File: config.mk
export PLATFORM = sky130hd
export DESIGN_NAME = lmi_dcache_refill
export DESIGN_NICKNAME = d
export VERILOG_FILES = /design/src/rtl/lmi_dcache_refill.sv
export SDC_FILE = /design/constraint.sdc
export NUM_CORES = 1
export LEC_CHECK = 0
export CORE_MARGIN = 4
export CORE_UTILIZATION = 39
export DETAILED_ROUTE_END_ITERATION = 16
export GPL_TIMING_DRIVEN = 0
export HOLD_SLACK_MARGIN = 0.12
export PLACE_DENSITY = 0.86
export SLEW_MARGIN = 20
export SYNTH_ARGS = -nofsm -noshare
export SYNTH_HDL_FRONTEND = slang
export SYNTH_SLANG_ARGS = --single-unit
File: constraint.sdc
create_clock -name clk -period 6.67 [get_ports clk]
set_input_delay 1.6675 -clock clk [delete_from_list [all_inputs] [get_ports clk]]
set_output_delay 1.6675 -clock clk [all_outputs]
set_load 0.02 [all_outputs]
File: src/rtl/lmi_dcache_refill.sv
// Data-cache line refill and tag-write controller: critical-word-first line fill
// into the data RAM, then a tag/valid write; also single-line invalidates.
module lmi_dcache_refill #(
   parameter int TAG_HI     = 31,
   parameter int TAG_LO     = 11,
   parameter int LINE_WORDS = 4
) (
   input  logic                     clk,
   input  logic                     reset_n,
   input  logic                     miss,
   input  logic [31:0]              miss_addr,
   input  logic                     inval,
   input  logic [31:0]              inval_addr,
   output logic                     busy,
   output logic                     done,
   output logic                     err,
   output logic                     crit_valid,
   output logic [31:0]              crit_data,
   output logic                     bus_req,
   output logic [31:0]              bus_addr,
   input  logic                     bus_gnt,
   input  logic                     bus_rdy,
   input  logic [31:0]              bus_data,
   input  logic                     bus_err,
   output logic                     dram_we,
   output logic [TAG_LO-3:0]        dram_addr,
   output logic [31:0]              dram_wd,
   output logic                     tag_we,
   output logic [TAG_LO-5:0]        tag_idx,
   output logic [TAG_HI-TAG_LO:0]   tag_wd,
   output logic                     val_wd
);

   localparam int WORD_W = $clog2(LINE_WORDS);
   localparam int IDX_W  = TAG_LO - 2 - WORD_W;
   localparam int TAG_W  = TAG_HI - TAG_LO + 1;
   localparam logic [WORD_W:0] BEATS = (WORD_W+1)'(LINE_WORDS);

   typedef enum logic [2:0] {
      S_IDLE, S_REQ, S_FILL, S_TAGWR, S_INVW, S_FIN
   } state_t;

   state_t              state, state_nxt;
   logic [WORD_W-1:0]   wcnt_q;
   logic [WORD_W:0]     nbeat_q;
   logic                err_q;
   logic [29:0]         line_q;
   logic [TAG_W-1:0]    tag_q;
   logic [IDX_W-1:0]    idx_q;

   logic                vld_p1;
   logic                first_p1;
   logic [31:0]         data_p1;
   logic [WORD_W-1:0]   word_p1;

   logic                beat_acc;
   logic                last_wr;
   logic                miss_start;
   logic                unused_addr_bits;

   assign unused_addr_bits = ^{miss_addr[1:0], inval_addr[31:TAG_LO], inval_addr[TAG_LO-IDX_W-1:0]};

   // Beats past the fourth (and any beat outside FILL) are dropped.
   assign beat_acc   = (state == S_FILL) && bus_rdy && (nbeat_q != BEATS);
   assign last_wr    = vld_p1 && (nbeat_q == BEATS);
   assign miss_start = (state == S_IDLE) && !inval && miss;

   always_ff @(posedge clk or negedge reset_n) begin
      if (!reset_n) begin
         state    <= S_IDLE;
         wcnt_q   <= '0;
         nbeat_q  <= '0;
         err_q    <= 1'b0;
         vld_p1   <= 1'b0;
         first_p1 <= 1'b0;
      end else begin
         state    <= state_nxt;
         vld_p1   <= beat_acc;
         first_p1 <= beat_acc && (nbeat_q == '0);
         if (miss_start) begin
            wcnt_q  <= miss_addr[2+WORD_W-1:2];
            nbeat_q <= '0;
         end else if (beat_acc) begin
            wcnt_q  <= wcnt_q + WORD_W'(1);
            nbeat_q <= nbeat_q + (WORD_W+1)'(1);
         end
         if (state == S_FIN)
            err_q <= 1'b0;
         else if (beat_acc && bus_err)
            err_q <= 1'b1;
      end
   end

   // Request latch and beat register (stage p1); outputs are qualified by control.
   always_ff @(posedge clk) begin
      if (state == S_IDLE) begin
         if (inval) begin
            idx_q <= inval_addr[TAG_LO-1:2+WORD_W];
         end else if (miss) begin
            idx_q  <= miss_addr[TAG_LO-1:2+WORD_W];
            tag_q  <= miss_addr[TAG_HI:TAG_LO];
            line_q <= miss_addr[31:2];
         end
      end
      if (beat_acc) begin
         data_p1 <= bus_data;
         word_p1 <= wcnt_q;
      end
   end

   always_comb begin
      state_nxt = state;
      busy      = 1'b1;
      done      = 1'b0;
      err       = 1'b0;
      bus_req   = 1'b0;
      bus_addr  = '0;
      tag_we    = 1'b0;
      tag_idx   = '0;
      tag_wd    = '0;
      val_wd    = 1'b0;
      case (state)
         S_IDLE: begin
            busy = 1'b0;
            if (inval)
               state_nxt = S_INVW;
            else if (miss)
               state_nxt = S_REQ;
         end
         S_REQ: begin
            bus_req  = 1'b1;
            bus_addr = {line_q, 2'b00};
            if (bus_gnt)
               state_nxt = S_FILL;
         end
         S_FILL: begin
            if (last_wr)
               state_nxt = S_TAGWR;
         end
         S_TAGWR: begin
            tag_we    = 1'b1;
            tag_idx   = idx_q;
            tag_wd    = tag_q;
            val_wd    = ~err_q;
            state_nxt = S_FIN;
         end
         S_INVW: begin
            tag_we    = 1'b1;
            tag_idx   = idx_q;
            state_nxt = S_FIN;
         end
         S_FIN: begin
            done      = 1'b1;
            err       = err_q;
            state_nxt = S_IDLE;
         end
         default: state_nxt = S_IDLE;
      endcase
   end

   assign dram_we    = vld_p1;
   assign dram_addr  = vld_p1 ? {idx_q, word_p1} : '0;
   assign dram_wd    = vld_p1 ? data_p1 : '0;
   assign crit_valid = vld_p1 && first_p1;
   assign crit_data  = (vld_p1 && first_p1) ? data_p1 : '0;

endmodule

# --- Word-level counts from Yosys, hierarchy flattened ---
# Index checks and enable logic that the tools add are counted.
word_totals:
  reg_bits: 103
  inputBits: 103
  output_inout_bits: 141
  elab_cells: 68
classes:
  n_addsub: 2
  eq_ne: 10
  n_mux: 25
  n_bitwise: 2
  n_reduce_logical: 18
ops:
  columns: ["cell", "count"]
  rows:
  - ["32-bit 2-to-1 mux", 3]
  - ["21-bit 2-to-1 mux", 1]
  - ["7-bit 2-to-1 mux", 3]
  - ["3-bit 2-to-1 mux", 6]
  - ["3-bit case mux with 4 select lines", 1]
  - ["3-bit equality test, second input constant", 3]
  - ["9-bit 2-to-1 mux", 1]
  - ["1-bit logical AND", 8]
  - ["1-bit 2-to-1 mux", 8]
  - ["3-bit by 2-bit equality test with 1-bit output, second input constant", 2]
  - ["3-bit logical NOT", 2]
  - ["3-bit inequality test, second input constant", 2]
  - ["3-bit AND reduction", 2]
  - ["2-bit nonzero test", 3]
  - ["2-bit 2-to-1 mux", 2]
  - ["2-bit inequality test, second input constant", 2]
  - ["3-bit by 1-bit adder with 3-bit output, second input constant", 1]
  - ["3-bit by 1-bit equality test with 1-bit output, second input constant", 1]
  - ["2-bit by 1-bit adder with 2-bit output, second input constant", 1]
  - ["1-bit NOT", 2]
  - ["2-bit AND reduction", 1]
  - ["2-bit OR reduction", 1]
  - ["1-bit logical NOT", 1]

# --- Longest topological paths before layout ---
# Gate-level depths: netlist (run 1).
logic_depth:
  word_depth: 6
  mapped_depth: 5

# --- Least setup slack after synthesis (run 1) ---
# Ideal clock, no wire load.
synth_path:
  kind: "input to register"
  startpoint: "input port bus_rdy"
  endpoint: "register data_p1[0] (enable)"
  arrival_ns: 3.283
  required_time_ns: 6.244
  slack_ns: 2.961
  cell_stages: 2
  path_buffers: 0
  path_cell_list: "nand4bb_4 > nor2_1"
synth_between:
  elab_chain_len: 2
synth_rtl:
  columns: ["element", "line_no", "rtl"]
  rows:
  - ["start: declaration", "22", "input logic bus_rdy,"]
  - ["1-bit logical AND (2 in series)", "64", "assign beat_acc = (state == S_FILL) && bus_rdy && (nbeat_q != BEATS);"]
  - ["net beat_acc", "56", "logic beat_acc;"]
  - ["end signal: assignment", "106", "data_p1 <= bus_data;"]
  - ["end: declaration", "53", "logic [31:0] data_p1;"]
# The timed path passes the listed nets, and every way through them passes these cells.
# A chain may end at the register's enable or synchronous reset.

# --- Worst setup path after layout (run 1) ---
layout_path:
  startpoint: "register state[1]"
  endpoint: "output port bus_addr[11]"
layout_between:
  elab_chain_len: 2
layout_rtl:
  columns: ["element", "line_no", "rtl"]
  rows:
  - ["start: declaration", "43", "state_t state, state_nxt;"]
  - ["start signal: assignment", "77", "state <= state_nxt;"]
  - ["3-bit by 1-bit equality test with 1-bit output", "122", "case (state)"]
  - ["32-bit 2-to-1 mux", "122", null]
  - ["end: declaration", "20", "output logic [31:0] bus_addr,"]
# No other way between the ends.

==> run_results.csv, run 1 <==
group,metric,value,unit
die,die_y,106,microns
yosys,syn_area,3780,sq um
outcome,outcome,"finished, final reports clean",
clocking,cts_setup_buffers,0,
die,core-area,9330,sq um
clocking,cts_resized,0,
routing,drcViolationCount,0,
worst_setup_path,cp_slowest_cell,"clkdlybuf4s50_1",
timing,hold_viol,0,
pwr,power_frac_clock,19.1,%
finish,layout-drive-gt1-share,6.39,%
global_route,antenna_found_initial,0,
worst_setup_path,slowest_delay,0.63,ns
finish,seqCellArea,2410,sq um
clocking,ctsHoldBuffers,0,
clocking,clockBufferDepth,2,
yosys,avgSynthCellArea,12.6,sq um
clocking,cts_tree,"built",
yosys,seq_area_frac_synth,63.7,%
worst_setup_path,critPathLaunchType,"register",
die,fp.dieW,106,microns
yosys,synth-edff-count,71,
global_route,grt_usage,19.7,%
routing,vias,3108,
yosys,synth-main-ff-cell,"edfxtp_1",
clocking,cts_inserted_buffers,9,
timing,fmax,232,MHz
pwr,p_int,0.00120,W
clocking,path_clk_slew,0.07,ns
worst_setup_path,arrival,2.65,ns
worst_setup_path,cp_max_fo,10,
finish,synthToLayoutAreaGrowth,66.9,%
yosys,syn_inst,300,
yosys,synth_top_area_share,56.4,%
timing,max_slew_margin,52.4,%
timing,rsz0062_at_grt,"false",
timing,fin_crit,4.32,ns
pwr,combPwrFrac,43.9,%
flow_run,maxCapViolCount,0,
finish,multi_input_area,1260,sq um
min_path,hp-class,"reg -> reg",
yosys,ys_ff_latch,82,
die,row_count,35,
routing,post_drt_wl_per_cell,17.0,microns
timing,slew_violations,0,
routing,ant_nets,0,
worst_setup_path,reg2reg_slack,4.52,ns
yosys,synthTopCellsByArea,"edfxtp_1, and2_1, dfrtp_1, and3_1, mux2_2",
worst_setup_path,end_kind,"output port",
worst_setup_path,crit_buf_inv,3,
pwr,leakagePower,2.37,nW
pwr,p_sw,0.000640,W
place,numPortBuffers,214,
routing,wl,11200,microns
timing,period_share,64.7,%
pwr,power_density,291,nW/um^2
worst_setup_path,critPathKind,"reg -> out",
clocking,clk_latency,0.34,ns
routing,firstDrtPassIters,5,
timing,worst_pin_slew,0.713,ns
yosys,synth_top_cell_by_area,"edfxtp_1",
timing,hold_ws,0.488,ns
yosys,synth.distinct_cells,36,
place,dp_hpwl,8870,microns
routing,via_per_inst,4.70,
clocking,ctsHtreeMaxLevel,3,
yosys,synth_most_common_cell,"and2_1",
worst_setup_path,cp_cell_sequence,"buf_2, nor3b_1, clkbuf_1, and2_1, clkdlybuf4s50_1",
finish,n_fill_cell,708,
global_route,first_global_vias,3153,
global_route,overflow,0,
global_route,grt_pass1_wl,17200,microns
die,initial_core_util,40.5,%
timing,setup_violations,0,
worst_setup_path,crit_family,"buffers and inverters",
die,die_area,11300,sq um
routing,drt_iter0_markers,116,
yosys,yosysWarnings,0,
die,num_io_pins,244,
place,gp_congestion,0.833,
global_route,grt_max_degree,33,
pwr,power_switching_share,34.9,%
pwr,ir_worst_vdd,0.152,mV
pwr,pwr-share-seq,37.0,%
finish,nets,632,
yosys,synthTopCellsByCount,"and2_1, edfxtp_1, and3_1, clkbuf_1, dfrtp_1",
timing,final.setup.tns,0,ns
timing,skew,0.0137,ns
clocking,cts-root-buf,"clkbuf_8",
yosys,synthArstFlopShare,13.4,%
worst_setup_path,critical_path_required,5.00,ns
finish,diodes,0,
clocking,cts.sinks,82,
[metrics by stage]
stage	utilization, %	std cells	area [sq um]	total power, W	worst slack (ns)
6_report	67.7	661	6310	0.00183	2.35
5_1_grt	67.7	661	6310	0.00194	2.17
4_1_cts	67.7	661	6310	0.00185	2.30
3_5_place_dp	65.6	645	6120	0.00150	2.69
3_3_place_gp	65.3	644	6090	0.00147	1.73
2_1_floorplan	-	301	3780	0.00111	2.96
[metal layers]
metal | up-vias | global-route usage [%] | routed length (microns)
met5 | - | 0 | 0
met4 | 0 | 7.40 | 270
met2 | 111 | 36.1 | 6100
met3 | 18 | 3.52 | 555
met1 | 1488 | 22.8 | 4320
li1 | 1491 | - | -
[power groups by stage]
stage	Clock (W)	Combinational (W)	Sequential (W)
2_1_floorplan	0	0.000427	0.000680
3_3_place_gp	0	0.000785	0.000688
3_5_place_dp	0	0.000811	0.000691
4_1_cts	0.000359	0.000814	0.000680
5_1_grt	0.000387	0.000861	0.000690
6_report	0.000350	0.000805	0.000680
[placed cells by master (no fill, tap or decap), types with 2 or more instances in the layout]
cell | netlist | final
a21oi_1 | 2 | 2
a31oi_1 | 3 | 3
and2_1 | 95 | 95
and3_1 | 32 | 32
and3b_1 | 2 | 2
buf_2 | 3 | 3
buf_4 | 2 | 2
clkbuf_1 | 16 | 19
clkbuf_8 | 0 | 9
clkdlybuf4s50_1 | 0 | 214
clkinvlp_4 | 0 | 3
conb_1 | 1 | 2
dfrtp_1 | 11 | 11
edfxtp_1 | 71 | 71
ha_1 | 2 | 2
inv_1 | 5 | 4
mux2_2 | 8 | 8
nand2_1 | 2 | 2
nand2b_1 | 2 | 2
nand3_1 | 4 | 4
nor2_1 | 7 | 6
nor2b_1 | 8 | 8
nor3_1 | 2 | 2
nor3b_1 | 2 | 2
o21ai_0 | 6 | 6
[final cells by class]
cell class                      instances  share of cell area, %
Sequential cell                        82                   38.1
Inverter                                5                  0.297
Multi-Input combinational cell        191                   20.0
Clock buffer                           12                   2.14
Timing Repair Buffer                  215                   34.4
Buffer                                 23                   1.69
Tap cell                              129                   2.56
Clock inverter                          4                  0.833
[worst reg2reg max path, cell delays in order, from the launching register on]
cell and delay, ns:
dfrtp_1 0.43, or3_1 0.38, clkbuf_2 0.16, or2_1 0.27
inv_2 0.54
[final timing paths]
| kind | endpoint | from | cells past startpoint |
|---|---|---|---|
| setup / recovery | bus_addr[11] | state[1] | 5 |
| hold / removal | word_p1[0] | wcnt_q[0] | 0 |
| setup reg to reg | line_q[16] | state[1] | 4 |
| hold reg to reg | word_p1[0] | wcnt_q[0] | 0 |
| max in group asynchronous | nbeat_q[2] | reset_n | 1 |
| min in group asynchronous | err_q | reset_n | 1 |
[cells by family after synthesis]
group / synth area share [%]
adders and majority gates: 0.662
DFF: 63.7
AOI/OAI and AO/OA: 2.65
and+or+nand+nor: 27.0
buffers and inverters: 3.31
muxes: 2.65
other: 0.0992
[sequential cells by signal, summed over array words and instances (netlist names)]
name and flops:
data_p1 32, nbeat_q 3, word_p1 2, state 3, err_q 1, wcnt_q 2
dram_we 1, line_q 30, first_p1 1, idx_q 7
Note: power is estimated with default switching activity, not from simulation.
==> run 2: changes to the inputs <==
--- a/config.mk
+++ b/config.mk
@@ -6,11 +6,11 @@
 export NUM_CORES = 1
 export LEC_CHECK = 0
 export CORE_MARGIN = 4
-export CORE_UTILIZATION = 39
+export CORE_UTILIZATION = 33
 export DETAILED_ROUTE_END_ITERATION = 16
 export GPL_TIMING_DRIVEN = 0
 export HOLD_SLACK_MARGIN = 0.12
-export PLACE_DENSITY = 0.86
+export PLACE_DENSITY = 0.77
 export SLEW_MARGIN = 20
 export SYNTH_ARGS = -nofsm -noshare
 export SYNTH_HDL_FRONTEND = slang
==> constraint.sdc (replaced) <==
create_clock -name clk -period 3.5 [get_ports clk]
set_input_delay 0.875 -clock clk [delete_from_list [all_inputs] [get_ports clk]]
set_output_delay 0.875 -clock clk [all_outputs]
set_load 0.02 [all_outputs]
==> run 2 against run 1 <==
Via count grew 0.64%. Setup slack lost 2.2 ns. Critical path depth is the same. Flip-flop and latch count is the same. Combinational power grew 90%. Routed wire length grew 2.4%. Global-route usage shrank 2.4 points. Critical path type unchanged. Critical endpoint is now tag_wd[16]. Largest power group unchanged.
==> run_results.csv, run 2 (synthesis results as in run 1) <==
group,metric,value,unit
outcome,outcome,"finished, final reports clean",
global_route,grt_max_degree,33,
timing,hold_viol,0,
routing,drt_iter0_markers,138,
die,core-area,11000,sq um
die,fp.dieW,115,microns
pwr,power_switching_share,33.5,%
worst_setup_path,slowest_delay,0.62,ns
pwr,p_int,0.00250,W
place,postPlaceCellArea,6120,sq um
die,initial_core_util,34.3,%
worst_setup_path,crit_family,"buffers and inverters",
timing,fin_crit,3.36,ns
clocking,cts_tree,"built",
finish,diodes,0,
clocking,path_clk_slew,0.06,ns
routing,drcViolationCount,0,
routing,firstDrtPassIters,4,
worst_setup_path,worstRegToRegCells,4,
min_path,worstHoldStart,"wcnt_q[1]",
clocking,cts_inserted_buffers,9,
worst_setup_path,cp_cell_sequence,"buf_2, and3b_1, clkbuf_1, and2_1, clkdlybuf4s50_1",
timing,skew,0.0108,ns
timing,setup_violations,0,
timing,worst_pin_slew,0.738,ns
pwr,power_density,587,nW/um^2
flow_run,maxCapViolCount,0,
finish,largest_reg_flops,32,
worst_setup_path,critPathKind,"reg -> out",
pwr,ir_worst_vdd,0.231,mV
die,num_io_pins,244,
worst_setup_path,critical_path_required,2.62,ns
routing,wl,11500,microns
clocking,ctsHtreeMaxLevel,3,
worst_setup_path,cp_slowest_cell,"clkdlybuf4s50_1",
finish,synthToLayoutAreaGrowth,69.8,%
pwr,p_sw,0.00126,W
min_path,whs_path_depth,0,
worst_setup_path,critPathLaunchType,"register",
timing,rsz0062_at_grt,"false",
die,row_count,38,
finish,fin_area,6420,sq um
min_path,hold_path_end,"word_p1[1]",
finish,final_common_cell,"clkdlybuf4s50_1",
finish,n_fill_cell,921,
timing,max_slew_margin,50.7,%
worst_setup_path,cp_max_fo,10,
place,numPortBuffers,214,
timing,setup_ws,0.141,ns
pwr,combPwrFrac,40.6,%
place,dp_cells,656,
clocking,cts.sinks,82,
global_route,first_global_vias,3301,
finish,top_regs,"data_p1 x32, line_q x30, idx_q x7",
clocking,clockBufferDepth,2,
pwr,leakagePower,2.43,nW
place,dp_hpwl,8950,microns
worst_setup_path,worstReg2RegStart,"state[1]",
timing,slew_violations,0,
pwr,p_total,0.00377,W
finish,most-common-layout-cells,"clkdlybuf4s50_1, and2_1, edfxtp_1, and3_1, clkbuf_1",
finish,final_cells,672,
routing,post_drt_wl_per_cell,17.1,microns
place,dpl_worst_slack,0.275,ns
finish,layout-drive-gt1-share,7.14,%
global_route,grt_usage,17.3,%
timing,hold_ws,0.498,ns
pwr,pwr-share-seq,34.4,%
place,gp_congestion,0.805,
finish,nets,632,
clocking,ctsHoldBuffers,0,
worst_setup_path,arrival,2.48,ns
die,die_area,13200,sq um
worst_setup_path,crit_buf_inv,3,
pwr,power_frac_clock,24.9,%
clocking,cts-root-buf,"clkbuf_16",
die,die_y,115,microns
routing,ant_nets,0,
global_route,grt_pass1_wl,17600,microns
timing,fmax,298,MHz
timing,period_share,96.0,%
routing,via_per_inst,4.65,
worst_setup_path,reg2reg_slack,1.34,ns
worst_setup_path,rr_endpoint,"line_q[6]",
routing,vias,3128,
worst_setup_path,end_kind,"output port",
global_route,overflow,0,
finish,regMostFlops,"data_p1",
global_route,antenna_found_initial,0,
min_path,hp-class,"reg -> reg",
clocking,clk_latency,0.33,ns
## run 2: changes by cell type in the layout (fill, tap and decap cells not counted)
cell | before | now
clkbuf_16 | 0 | 9
buf_8 | 0 | 1
clkinvlp_4 | 3 | 1
clkinv_2 | 0 | 2
buf_16 | 1 | 0
inv_6 | 0 | 2
clkbuf_8 | 9 | 0
clkbuf_2 | 1 | 3
clkbuf_1 | 19 | 15
## run 2: how the worst max path moves through the flow
stage          startpoint      endpoint  slack [ns]  depth (start not counted)
2_1_floorplan     bus_rdy    data_p1[0]        0.58                          2
3_3_place_gp      bus_rdy   data_p1[21]       -0.66                          3
3_5_place_dp     state[1]   bus_addr[2]        0.28                          5
4_1_cts          state[1]  bus_addr[15]        0.06                          5
5_1_grt          state[1]    tag_wd[15]        0.01                          5
6_report         state[1]    tag_wd[16]        0.14                          5
## run 2: final cells by class
class | instances | area [sq um] | share of cell area, %
well taps | 140 | 175 | 2.73
flip-flops and latches | 82 | 2410 | 37.5
clock inverters | 6 | 65.1 | 1.01
multi-input cells | 191 | 1260 | 19.6
repair buffers | 215 | 2160 | 33.6
clock buffers | 10 | 229 | 3.57
plain buffers | 23 | 109 | 1.70
inverters | 5 | 18.8 | 0.292
## run 2: per-layer routing
metal	up-vias	GRT usage (%)	wire (microns)
li1	1499	-	-
met1	1491	20.3	4550
met2	115	29.9	5950
met3	23	4.16	666
met4	0	7.67	343
met5	-	0	0
## run 2: what timing repair did
item                       in CTS  in global routing
resized for setup               1                  2
setup endpoints to repair      10                 10
buffers inserted                0                  0
## run 2: metrics by stage
stage,util [%],setup TNS (ns)
finish,58.2,0
global route,58.2,0
CTS,58.2,0
detailed placement,55.5,0
global placement,55.3,-23.01
floorplan,-,0
## run 2: power by group through the flow
| stage | clock (W) | combinational (W) | sequential [W] |
|---|---|---|---|
| floorplan | 0 | 0.000814 | 0.00130 |
| global placement | 0 | 0.00151 | 0.00131 |
| detailed placement | 0 | 0.00155 | 0.00132 |
| CTS | 0.000958 | 0.00156 | 0.00130 |
| global route | 0.00101 | 0.00166 | 0.00131 |
| finish | 0.000939 | 0.00153 | 0.00130 |
==> run 3: changes to the inputs <==
--- a/config.mk
+++ b/config.mk
@@ -6,11 +6,11 @@
 export NUM_CORES = 1
 export LEC_CHECK = 0
 export CORE_MARGIN = 4
-export CORE_UTILIZATION = 33
+export CORE_UTILIZATION = 37
 export DETAILED_ROUTE_END_ITERATION = 16
 export GPL_TIMING_DRIVEN = 0
 export HOLD_SLACK_MARGIN = 0.12
-export PLACE_DENSITY = 0.77
+export PLACE_DENSITY = 0.82
 export SLEW_MARGIN = 20
 export SYNTH_ARGS = -nofsm -noshare
 export SYNTH_HDL_FRONTEND = slang
==> constraint.sdc (replaced) <==
create_clock -name clk -period 3.7 [get_ports clk]
set_input_delay 0.925 -clock clk [delete_from_list [all_inputs] [get_ports clk]]
set_output_delay 0.925 -clock clk [all_outputs]
set_load 0.05 [all_outputs]
==> run 3 against run 2 <==
Via count is 0.74% lower. Routed wire length rose by 0.36%. Register-to-register slack gained 0.22 ns. Flip-flop and latch count unchanged. Clock skew decreased by 0.0052 ns.
==> run_results.csv, run 3 (synthesis results as in run 1) <==
group,metric,value,unit
timing,fmax,288,MHz
clocking,cts-root-buf,"clkbuf_8",
routing,wl,11600,microns
routing,drcViolationCount,0,
clocking,ctsHoldBuffers,0,
die,die_area,11900,sq um
worst_setup_path,crit_family,"buffers and inverters",
timing,period_share,93.9,%
die,fp.dieW,109,microns
global_route,use_met1,21.0,%
global_route,grt_use_met2,34.0,%
pwr,leakagePower,2.79,nW
timing,fin_crit,3.47,ns
finish,diodes,0,
timing,setup_violations,0,
outcome,outcome,"finished, final reports clean",
worst_setup_path,critPathLaunchType,"register",
min_path,hp-class,"reg -> reg",
worst_setup_path,cp_max_fo,10,
finish,layout-drive-gt1-share,6.39,%
finish,nets,632,
finish,fin_area,6320,sq um
timing,skew,0.00553,ns
global_route,antenna_found_initial,0,
global_route,grt_usage,18.6,%
routing,ant_nets,0,
die,row_count,36,
worst_setup_path,slowest_delay,0.81,ns
pwr,power_density,588,nW/um^2
global_route,grt_max_degree,33,
die,core-area,9860,sq um
worst_setup_path,crit_buf_inv,3,
global_route,use_met3,3.85,%
finish,n_fill_cell,767,
timing,hold_viol,0,
worst_setup_path,critical_path_required,2.77,ns
global_route,overflow,0,
worst_setup_path,end_kind,"output port",
die,initial_core_util,38.3,%
routing,via_per_inst,4.67,
worst_setup_path,cp_cell_sequence,"buf_2, nor3b_2, clkbuf_2, and2_1, clkdlybuf4s50_1",
clocking,cts.sinks,82,
clocking,cts_inserted_buffers,9,
clocking,path_clk_slew,0.08,ns
routing,post_drt_wl_per_cell,17.4,microns
place,dp_hpwl,9140,microns
place,postPlaceCellArea,6130,sq um
clocking,cts_tree,"built",
global_route,grt_pass1_wl,16600,microns
finish,top_regs,"data_p1 x32, line_q x30, idx_q x7",
finish,largest_reg_flops,32,
die,num_io_pins,244,
die,die_y,109,microns
place,numPortBuffers,214,
global_route,first_global_vias,3149,
routing,vias,3105,
worst_setup_path,cp_slowest_cell,"clkdlybuf4s50_1",
flow_run,maxCapViolCount,0,
finish,fin_util,64.1,%
finish,most-common-layout-cells,"clkdlybuf4s50_1, and2_1, edfxtp_1, and3_1, dlymetal6s2s_1",
timing,max_slew_margin,53.1,%
finish,synthToLayoutAreaGrowth,67.1,%
finish,regMostFlops,"data_p1",
routing,drt_iter0_markers,117,
timing,worst_pin_slew,0.703,ns
clocking,clockBufferDepth,2,
clocking,ctsHtreeMaxLevel,3,
finish,final_common_cell,"clkdlybuf4s50_1",
global_route,busiest_layer,"met2",
timing,slew_violations,0,
worst_setup_path,critPathKind,"reg -> out",
pwr,ir_worst_vdd,0.338,mV
worst_setup_path,arrival,2.55,ns
place,gp_congestion,0.767,
timing,rsz0062_at_grt,"false",
routing,firstDrtPassIters,4,
clocking,clk_latency,0.35,ns
==> run 3: cell count changes in the layout (fill, tap and decap cells not counted), moves of 2 or more <==
cell,before,now
clkdlybuf4s50_1,214,179
dlymetal6s2s_1,0,20
dlygate4sd2_1,0,15
clkbuf_16,9,0
clkbuf_8,0,9
clkinv_1,0,3
clkbuf_1,15,17
inv_6,2,0
==> run 3: routing by layer <==
metal  vias up  part of all wire, %
li1       1488                    -
met1      1502                   39
met2        93                   55
met3        22                  4.3
met4         0                  2.4
met5         -                    0
==> run 3: area by class of cell <==
| class | instances | area, sq um | area share (%) |
|---|---|---|---|
| multi-input cells | 191 | 1260 | 20.0 |
| clock inverters | 5 | 21.3 | 0.337 |
| plain buffers | 23 | 108 | 1.70 |
| clock buffers | 11 | 131 | 2.08 |
| well taps | 133 | 166 | 2.63 |
| flip-flops and latches | 82 | 2410 | 38.1 |
| inverters | 5 | 18.8 | 0.297 |
| repair buffers | 215 | 2200 | 34.8 |
==> run 3: worst register-to-register path: cells and delay by family (launching register included) <==
family | cells | cell delay (ns)
and+or+nand+nor | 2 | 0.65
DFF | 1 | 0.43
buffers and inverters | 2 | 0.68
==> run 3: worst paths after layout <==
path                           start            to  slack (ns)  cells past startpoint
max reg2reg                 state[1]    line_q[11]        1.56                      4
max                         state[1]  bus_addr[11]        0.23                      5
min reg2reg                wcnt_q[0]    word_p1[0]        0.50                      0
min in group asynchronous    reset_n         err_q        0.92                      1
min                        wcnt_q[0]    word_p1[0]        0.50                      0
max in group asynchronous    reset_n       dram_we        2.42                      1
==> run 3: repair_timing <==
item / in CTS / in global routing
resized for setup: 16 / 21
setup buffers: 0 / 0
setup endpoints to repair: 20 / 36
==> run 3: through the flow <==
stage               setup WS, ns  setup TNS (ns)  hold WS, ns  instances  total power, W
finish                     0.227               0        0.496        665         0.00371
global route              0.0206               0        0.511        665         0.00389
CTS                       0.0128               0        0.490        665         0.00374
detailed placement         0.238               0        0.471        649         0.00323
global placement          -0.521          -18.07        0.461        648         0.00318
floorplan                  0.734               0        0.440        301         0.00252
==> run 3: report_power, final <==
part	internal, W	switching, W
Combinational	0.000638	0.00130
Sequential	0.00116	0.0000635
Clock	0.000236	0.000310
